File: src/rtl/avalon_uart_pkg.sv
// rtl/avalon_uart_pkg.sv - shared address map and slave FSM encoding for the UART/Avalon path
//
// Purpose: register addresses and the Avalon slave transfer-state enum used by
//          avalon_uart_regbank (and the upstream bridge). No ports.
package avalon_uart_pkg;

  localparam logic [31:0] ADDR_CMD  = 32'h0000_0000;
  localparam logic [31:0] ADDR_ADDR = 32'h0000_0004;
  localparam logic [31:0] ADDR_DATA = 32'h0000_0008;
  localparam logic [31:0] ADDR_TX   = 32'h0000_000C;

  typedef enum logic [1:0] {
    S_IDLE = 2'd0,
    S_WAIT = 2'd1,
    S_ACK  = 2'd2
  } slave_state_t;

  // Word-aligned and inside the 16-byte window.
  function automatic logic addr_mapped(input logic [31:0] addr);
    return (addr[31:4] == 28'd0) && (addr[1:0] == 2'b00);
  endfunction

endpackage

File: src/rtl/avalon_uart_regbank_if.sv
// rtl/avalon_uart_regbank_if.sv - Avalon-MM bus bundle between the UART bridge and the register bank
//
// Purpose: groups the Avalon-MM master/slave signals.
// Signals: ADDRESS, WRITEDATA, READ, WRITE, BEGINTRANSFER, LOCK (master -> slave);
//          READDATA, WAITREQUEST (slave -> master).
interface avalon_uart_regbank_if;

  logic [31:0] ADDRESS;
  logic [31:0] WRITEDATA;
  logic        READ;
  logic        WRITE;
  logic        BEGINTRANSFER;
  logic        LOCK;
  logic [31:0] READDATA;
  logic        WAITREQUEST;

  modport master (
    output ADDRESS, WRITEDATA, READ, WRITE, BEGINTRANSFER, LOCK,
    input  READDATA, WAITREQUEST
  );

  modport slave (
    input  ADDRESS, WRITEDATA, READ, WRITE, BEGINTRANSFER, LOCK,
    output READDATA, WAITREQUEST
  );

endinterface

File: src/rtl/avalon_uart_regbank.sv
// rtl/avalon_uart_regbank.sv - Avalon-MM slave register bank for inbound UART packets and the outbound TX word
//
// Purpose: R0..R2 (0x0/0x4/0x8) receive the three inbound words; once all three
//          have been written, pkt_valid pulses for one cycle. R3 (0xC) is loaded by
//          the core and read by the bridge; tx_pending flags unread data.
// Ports:   CLK, RST (async, active high)
//          av            Avalon-MM slave modport (ADDRESS, WRITEDATA, READ, WRITE,
//                        BEGINTRANSFER, LOCK, READDATA, WAITREQUEST)
//          pkt_valid     one-cycle packet strobe; pkt_cmd/pkt_addr/pkt_data = R0/R1/R2
//          core_tx_wr    core write strobe for R3, core_tx_data its data
//          core_busy     core write ignored this cycle
//          tx_pending    R3 holds unread data
module avalon_uart_regbank
  import avalon_uart_pkg::*;
#(
  parameter int unsigned WAIT_STATES    = 1,
  parameter logic [31:0] BAD_READ_VALUE = 32'h0000_0000
) (
  input  logic                         CLK,
  input  logic                         RST,
  avalon_uart_regbank_if.slave         av,
  output logic                         pkt_valid,
  output logic [31:0]                  pkt_cmd,
  output logic [31:0]                  pkt_addr,
  output logic [31:0]                  pkt_data,
  input  logic                         core_tx_wr,
  input  logic [31:0]                  core_tx_data,
  output logic                         core_busy,
  output logic                         tx_pending
);

  slave_state_t state;
  logic [3:0]   wait_cnt;
  logic [31:0]  addr_q;
  logic [31:0]  regs [4];
  logic [2:0]   wr_mask;
  logic [2:0]   wr_mask_next;
  logic         lock_held;
  logic [31:0]  rdata_q;

  logic         req;
  logic         capture;
  logic         ack_go;
  logic         ack_reg_wr;
  logic [1:0]   ack_idx;
  logic [31:0]  rd_value;
  logic         unused_ok;

  assign req = av.READ | av.WRITE;

  // The IDLE cycle in which the request first appears is stall cycle 0, so the
  // counter starts at 1 on entry to WAIT and a single wait state skips WAIT.
  assign capture = req &&
                   (((state == S_IDLE) && (WAIT_STATES == 1)) ||
                    ((state == S_WAIT) && (wait_cnt == 4'(WAIT_STATES - 1))));

  assign ack_go     = (state == S_ACK) && req;
  assign ack_idx    = addr_q[3:2];
  // R3 is read-only from the bus, so a write to 0xC is dropped like an unmapped one.
  assign ack_reg_wr = ack_go && av.WRITE && addr_mapped(addr_q) && (ack_idx != 2'd3);
  assign wr_mask_next = wr_mask | (3'b001 << ack_idx);

  // Read data is captured one cycle before ACK; the master holds ADDRESS stable.
  assign rd_value = addr_mapped(av.ADDRESS) ? regs[av.ADDRESS[3:2]] : BAD_READ_VALUE;

  assign av.WAITREQUEST = req && (state != S_ACK);
  assign av.READDATA    = rdata_q;
  assign core_busy      = tx_pending | lock_held;
  assign pkt_cmd        = regs[0];
  assign pkt_addr       = regs[1];
  assign pkt_data       = regs[2];

  assign unused_ok = av.BEGINTRANSFER;

  always_ff @(posedge CLK or posedge RST) begin
    if (RST) begin
      state      <= S_IDLE;
      wait_cnt   <= 4'd0;
      addr_q     <= 32'd0;
      for (int i = 0; i < 4; i++) regs[i] <= 32'd0;
      wr_mask    <= 3'd0;
      pkt_valid  <= 1'b0;
      tx_pending <= 1'b0;
      lock_held  <= 1'b0;
      rdata_q    <= 32'd0;
    end else begin
      pkt_valid <= 1'b0;

      case (state)
        S_IDLE: begin
          if (req) begin
            addr_q   <= av.ADDRESS;
            wait_cnt <= 4'd1;
            state    <= (WAIT_STATES == 1) ? S_ACK : S_WAIT;
          end
        end
        S_WAIT: begin
          if (!req) begin
            state <= S_IDLE;
          end else if (wait_cnt == 4'(WAIT_STATES - 1)) begin
            state <= S_ACK;
          end else begin
            wait_cnt <= wait_cnt + 4'd1;
          end
        end
        default: state <= S_IDLE;
      endcase

      if (capture && av.READ) rdata_q <= rd_value;

      if (ack_go) begin
        lock_held <= av.LOCK;
        if (av.READ && (addr_q == ADDR_TX)) tx_pending <= 1'b0;
      end

      if (ack_reg_wr) begin
        regs[ack_idx] <= av.WRITEDATA;
        if (wr_mask_next == 3'b111) begin
          pkt_valid <= 1'b1;
          wr_mask   <= 3'd0;
        end else begin
          wr_mask   <= wr_mask_next;
        end
      end

      // core_busy already covers a read of 0xC completing in this cycle.
      if (core_tx_wr && !core_busy) begin
        regs[3]    <= core_tx_data;
        tx_pending <= 1'b1;
      end
    end
  end

endmodule

File: src/flat_wrapper.sv
// flat-port wrapper written by rule: the top's interface ports become plain ports
module avalon_uart_regbank_flat import avalon_uart_pkg::*;
#(
  parameter int unsigned WAIT_STATES    = 1,
  parameter logic [31:0] BAD_READ_VALUE = 32'h0000_0000
)
  (CLK, RST, pkt_valid, pkt_cmd, pkt_addr, pkt_data, core_tx_wr, core_tx_data, core_busy, tx_pending, av_ADDRESS, av_WRITEDATA, av_READ, av_WRITE, av_BEGINTRANSFER, av_LOCK, av_READDATA, av_WAITREQUEST);
  avalon_uart_regbank_if av_i ();
  input  logic CLK;
  input  logic RST;
  output logic pkt_valid;
  output logic [31:0] pkt_cmd;
  output logic [31:0] pkt_addr;
  output logic [31:0] pkt_data;
  input  logic core_tx_wr;
  input  logic [31:0] core_tx_data;
  output logic core_busy;
  output logic tx_pending;
  input wire logic [$bits(av_i.ADDRESS)-1:0] av_ADDRESS;
  input wire logic [$bits(av_i.WRITEDATA)-1:0] av_WRITEDATA;
  input wire logic [$bits(av_i.READ)-1:0] av_READ;
  input wire logic [$bits(av_i.WRITE)-1:0] av_WRITE;
  input wire logic [$bits(av_i.BEGINTRANSFER)-1:0] av_BEGINTRANSFER;
  input wire logic [$bits(av_i.LOCK)-1:0] av_LOCK;
  output wire logic [$bits(av_i.READDATA)-1:0] av_READDATA;
  output wire logic [$bits(av_i.WAITREQUEST)-1:0] av_WAITREQUEST;
  assign av_i.ADDRESS = av_ADDRESS;
  assign av_i.WRITEDATA = av_WRITEDATA;
  assign av_i.READ = av_READ;
  assign av_i.WRITE = av_WRITE;
  assign av_i.BEGINTRANSFER = av_BEGINTRANSFER;
  assign av_i.LOCK = av_LOCK;
  assign av_READDATA = av_i.READDATA;
  assign av_WAITREQUEST = av_i.WAITREQUEST;
  avalon_uart_regbank #(.WAIT_STATES(WAIT_STATES), .BAD_READ_VALUE(BAD_READ_VALUE)) u_core (.CLK(CLK), .RST(RST), .av(av_i), .pkt_valid(pkt_valid), .pkt_cmd(pkt_cmd), .pkt_addr(pkt_addr), .pkt_data(pkt_data), .core_tx_wr(core_tx_wr), .core_tx_data(core_tx_data), .core_busy(core_busy), .tx_pending(tx_pending));
endmodule
File: config.mk
export PLATFORM = sky130hd
export DESIGN_NAME = avalon_uart_regbank_flat
export DESIGN_NICKNAME = d
export VERILOG_FILES = /design/src/rtl/avalon_uart_pkg.sv /design/src/rtl/avalon_uart_regbank_if.sv /design/src/rtl/avalon_uart_regbank.sv /design/src/flat_wrapper.sv
export SDC_FILE = /design/constraint.sdc
export NUM_CORES = 1
export LEC_CHECK = 0
export CAP_MARGIN = 20
export CORE_MARGIN = 1.5
export CORE_UTILIZATION = 50
export CTS_CLUSTER_DIAMETER = 150
export DETAILED_ROUTE_END_ITERATION = 10
export MAX_ROUTING_LAYER = met4
export PLACE_DENSITY = 0.81
export SYNTH_ARGS = -nofsm -noshare
export SYNTH_HDL_FRONTEND = slang
export SYNTH_SLANG_ARGS = --single-unit
File: constraint.sdc
create_clock -name CLK -period 11.71 [get_ports CLK]
set_clock_uncertainty 0.2 [all_clocks]
set_input_delay 1.7565 -clock CLK [delete_from_list [all_inputs] [get_ports CLK]]
set_output_delay 1.7565 -clock CLK [all_outputs]
set_load 0.03 [all_outputs]
==> results.tsv <==
stage	metric	value	unit
floorplan	die height	139	um
sta	unrepaired setup endpoints after global routing	no	
worst_setup_path	Arr. time, crit path	4.53	ns
yosys	Avg Inst Size Synth	12.3	um^2
sta	Slew @ Worst Pin	1.09	ns
sta	Max Clk Rate	154	MHz
yosys	Post-Synthesis Net Count	854	
yosys	top post-synthesis cells by count	dfrtp_1, nand2_1, mux2_2	
cells_and_area	Syn-to-layout area delta	25.2	%
global_route	total track usage	23.0	%
cts	clk slew on worst S/H paths	0.07	ns
routing	drt wl/cell	18.8	um
power_and_ir_drop	Comb pwr share	12.7	%
yosys	Yosys cell types	28	
power_and_ir_drop	Leak	5.21	nW
run_status	status	completed	
yosys	synthesized netlist cell count	751	
worst_hold_path	HP Class	reg -> reg	
yosys	Synth Register Bits	199	
worst_setup_path	worst-path cell chain	clkdlybuf4s50_1 -> nor2_1 -> or2_2 -> clkinv_1 -> clkdlybuf4s50_1	
cts	hold_buf cts	0	
sta	WHS	0.277	ns
global_route	initial antenna violation count	0	
worst_setup_path	Worst Path Required	9.75	ns
routing	final WL	21000	um
power_and_ir_drop	pwr/cell area	136	nW/um^2
cts	Clk Latency, worst-skew pair	0.42	ns
cts	post_cts resized	0	
routing	drt via density	5.27	
cells_and_area	post-route cell area	11600	um^2
global_route	vias in the first global route	6166	
yosys	sequential area share after synthesis	53.9	%
cts	CTS sink cnt	199	
yosys	Synth area leaders	dfrtp_1, mux2_2, buf_4	
sta	setup TNS	0	ns
worst_setup_path	Buf/Inv on CP	3	
cts	Post-CTS Setup Bufs	0	
placement	Post-DP HPWL	13700	um
cts	Bufs on Longest Clock Path	2	
cts	clk root buf	clkbuf_16	
worst_setup_path	CP top delay family	buffers and inverters	
power_and_ir_drop	clock network power share	35.9	%
worst_setup_path	CP Max Fanout	35	
placement	Final GP Congestion	0.791	
worst_setup_path	Setup crit start kind	input port	
global_route	first-pass GRT wire length	33400	um
routing	top sig layer	met4	
routing	Pre-antenna DRT Iters	4	
sta	min Tclk post-route	6.49	ns
power_and_ir_drop	Psw	409	uW
routing	via count	5887	
floorplan	Initial Util	51.2	%
sta	Hold Vio Cnt, Final	0	
power_and_ir_drop	Int Power	1.16	mW
floorplan	core footprint	18000	um^2
yosys	number of synthesized flops with an enable pin	0	
yosys	count leader, synth	dfrtp_1	
floorplan	IO Count	235	
floorplan	Rows	49	
sta	Max Slew Vio Count	0	
cells_and_area	antenna fix cells	0	
yosys	Synth top area share	53.9	%
cts	CTS Buf Count	17	
floorplan	Die W	139	um
yosys	Synth area leader	dfrtp_1	
routing	met2 WL post-DR	10500	um
worst_setup_path	most frequent CP cell	clkdlybuf4s50_1	
cts	CTS tree	done	
cells_and_area	Final nets	979	
power_and_ir_drop	Max VDD drop	0.122	mV
placement	Post-DP Area	11000	um^2
worst_setup_path	Worst path max stage delay	0.87	ns
placement	pre-CTS setup slack	5.20	ns
power_and_ir_drop	Flop pwr share	51.3	%
cells_and_area	share of layout cells above drive strength 1	23.5	%
worst_setup_path	endpoint type of the worst setup path	output port	
power_and_ir_drop	Switching Share	26.1	%
floorplan	die area	19300	um^2
yosys	Synth Cell Area	9230	um^2
cts	H-tree depth	4	
worst_setup_path	Slowest-stage cell, CP	clkinv_1	
sta	Slew headroom	27.3	%
routing	DRT iter0 DRCs	208	
global_route	GRT overflow	0	
run	max-cap violations	0	
sta	Finish-stage setup viols	0	
worst_setup_path	CP Class	in -> out	
yosys	Synth warnings	0	
routing	met3 WL	1390	um
placement	I/O Buffers	233	
sta	post-route worst setup slack	5.22	ns
routing	WL met1	8690	um
global_route	largest net degree at the start of global routing	119	
cells_and_area	fill cell count	1395	
yosys	Post-synth ARST share	100	%
yosys	predominant post-synthesis flop cell	dfrtp_1	
routing	Final ANT Viol Nets	0	
sta	final worst path period share	55.4	%
routing	DRC Markers	0	
==> per-layer routing <==
layer  global-route usage (%)  up-vias
met4                     5.76        0
met2                     37.5      183
met1                     28.4     2958
li1                         -     2721
met5                        -        -
met3                     6.73       25
==> power by group through the flow <==
stage                     sequential (mW)  combinational, mW  clock (mW)
final                               0.805              0.199       0.563
after floorplan                     0.805              0.133           0
after global placement              0.813              0.193           0
after CTS                           0.805              0.202       0.576
after detailed placement            0.817              0.200           0
after global routing                0.813              0.221       0.606
==> stage by stage <==
step	utilization, %	power, mW	std cells
6_report	64.1	1.57	1118
5_1_grt	64.1	1.64	1118
4_1_cts	64.0	1.58	1117
3_5_place_dp	60.8	1.02	1085
3_3_place_gp	60.8	1.01	1085
2_1_floorplan	-	0.938	751
==> state kept, by name, summed over array words and instances, names as in the netlist <==
name and count:
u_core.tx_pending 1, u_core.pkt_data 32, u_core.pkt_cmd 32, u_core.addr_q 32, u_core.av.READDATA 32, u_core.state 1, u_core.wr_mask 3, u_core.lock_held 1
u_core.pkt_addr 32, u_core.regs 32, u_core.pkt_valid 1
==> layout by cell type (no fill, tap or decap), types with 2 or more instances in the layout <==
master,instances
nand4_1,3
or2_2,2
inv_6,3
mux4_2,32
clkinv_4,3
nor4_1,12
mux2i_1,3
nand2_2,3
a21oi_1,4
clkdlybuf4s50_1,231
clkinvlp_4,2
clkinv_8,2
nand2_1,132
inv_1,37
o21ai_0,40
dfrtp_1,199
buf_2,2
mux2_2,129
nor3_1,2
clkbuf_16,17
nor2_1,7
inv_8,4
or4_1,2
buf_4,4
==> cell families (layout without fill, tap and decap cells) <==
kind of cell | after synthesis | count (layout) | synth area share (%)
flops | 199 | 199 | 53.9
buf+inv | 171 | 309 | 11.7
simple gates | 170 | 170 | 7.86
mux | 164 | 164 | 23.9
compound gates | 47 | 47 | 2.64
==> worst paths after layout <==
path | slack [ns] | end | from | cells past startpoint
min in group asynchronous | 1.71 | u_core.pkt_cmd[2] | RST | 2
max reg2reg | 8.74 | u_core.av.READDATA[0] | u_core.state[1] | 5
min reg2reg | 0.28 | u_core.addr_q[18] | u_core.addr_q[18] | 2
min | 0.28 | u_core.addr_q[18] | u_core.addr_q[18] | 2
max | 5.22 | av_WAITREQUEST | av_WRITE | 5
max in group asynchronous | 8.45 | u_core.wr_mask[2] | RST | 4
==> worst reg2reg max path, cell delays in order, from the launching register on <==
cell      delay (ns)
dfrtp_1         0.39
nand2b_2        0.62
nor4_1          0.43
nand4_1         0.57
buf_4           0.45
o21ai_0         0.22
==> layout make-up <==
type                    count  area, um^2  area share [%]
clock inverters            14         139            1.20
clock buffers              18         429            3.71
multi-input cells         381        3190            27.6
inverters                  39         154            1.33
well taps                 229         287            2.48
repair buffers            238        2380            20.6
flip-flops and latches    199        4980            43.1
Note: power is estimated with default switching activity, not from simulation.
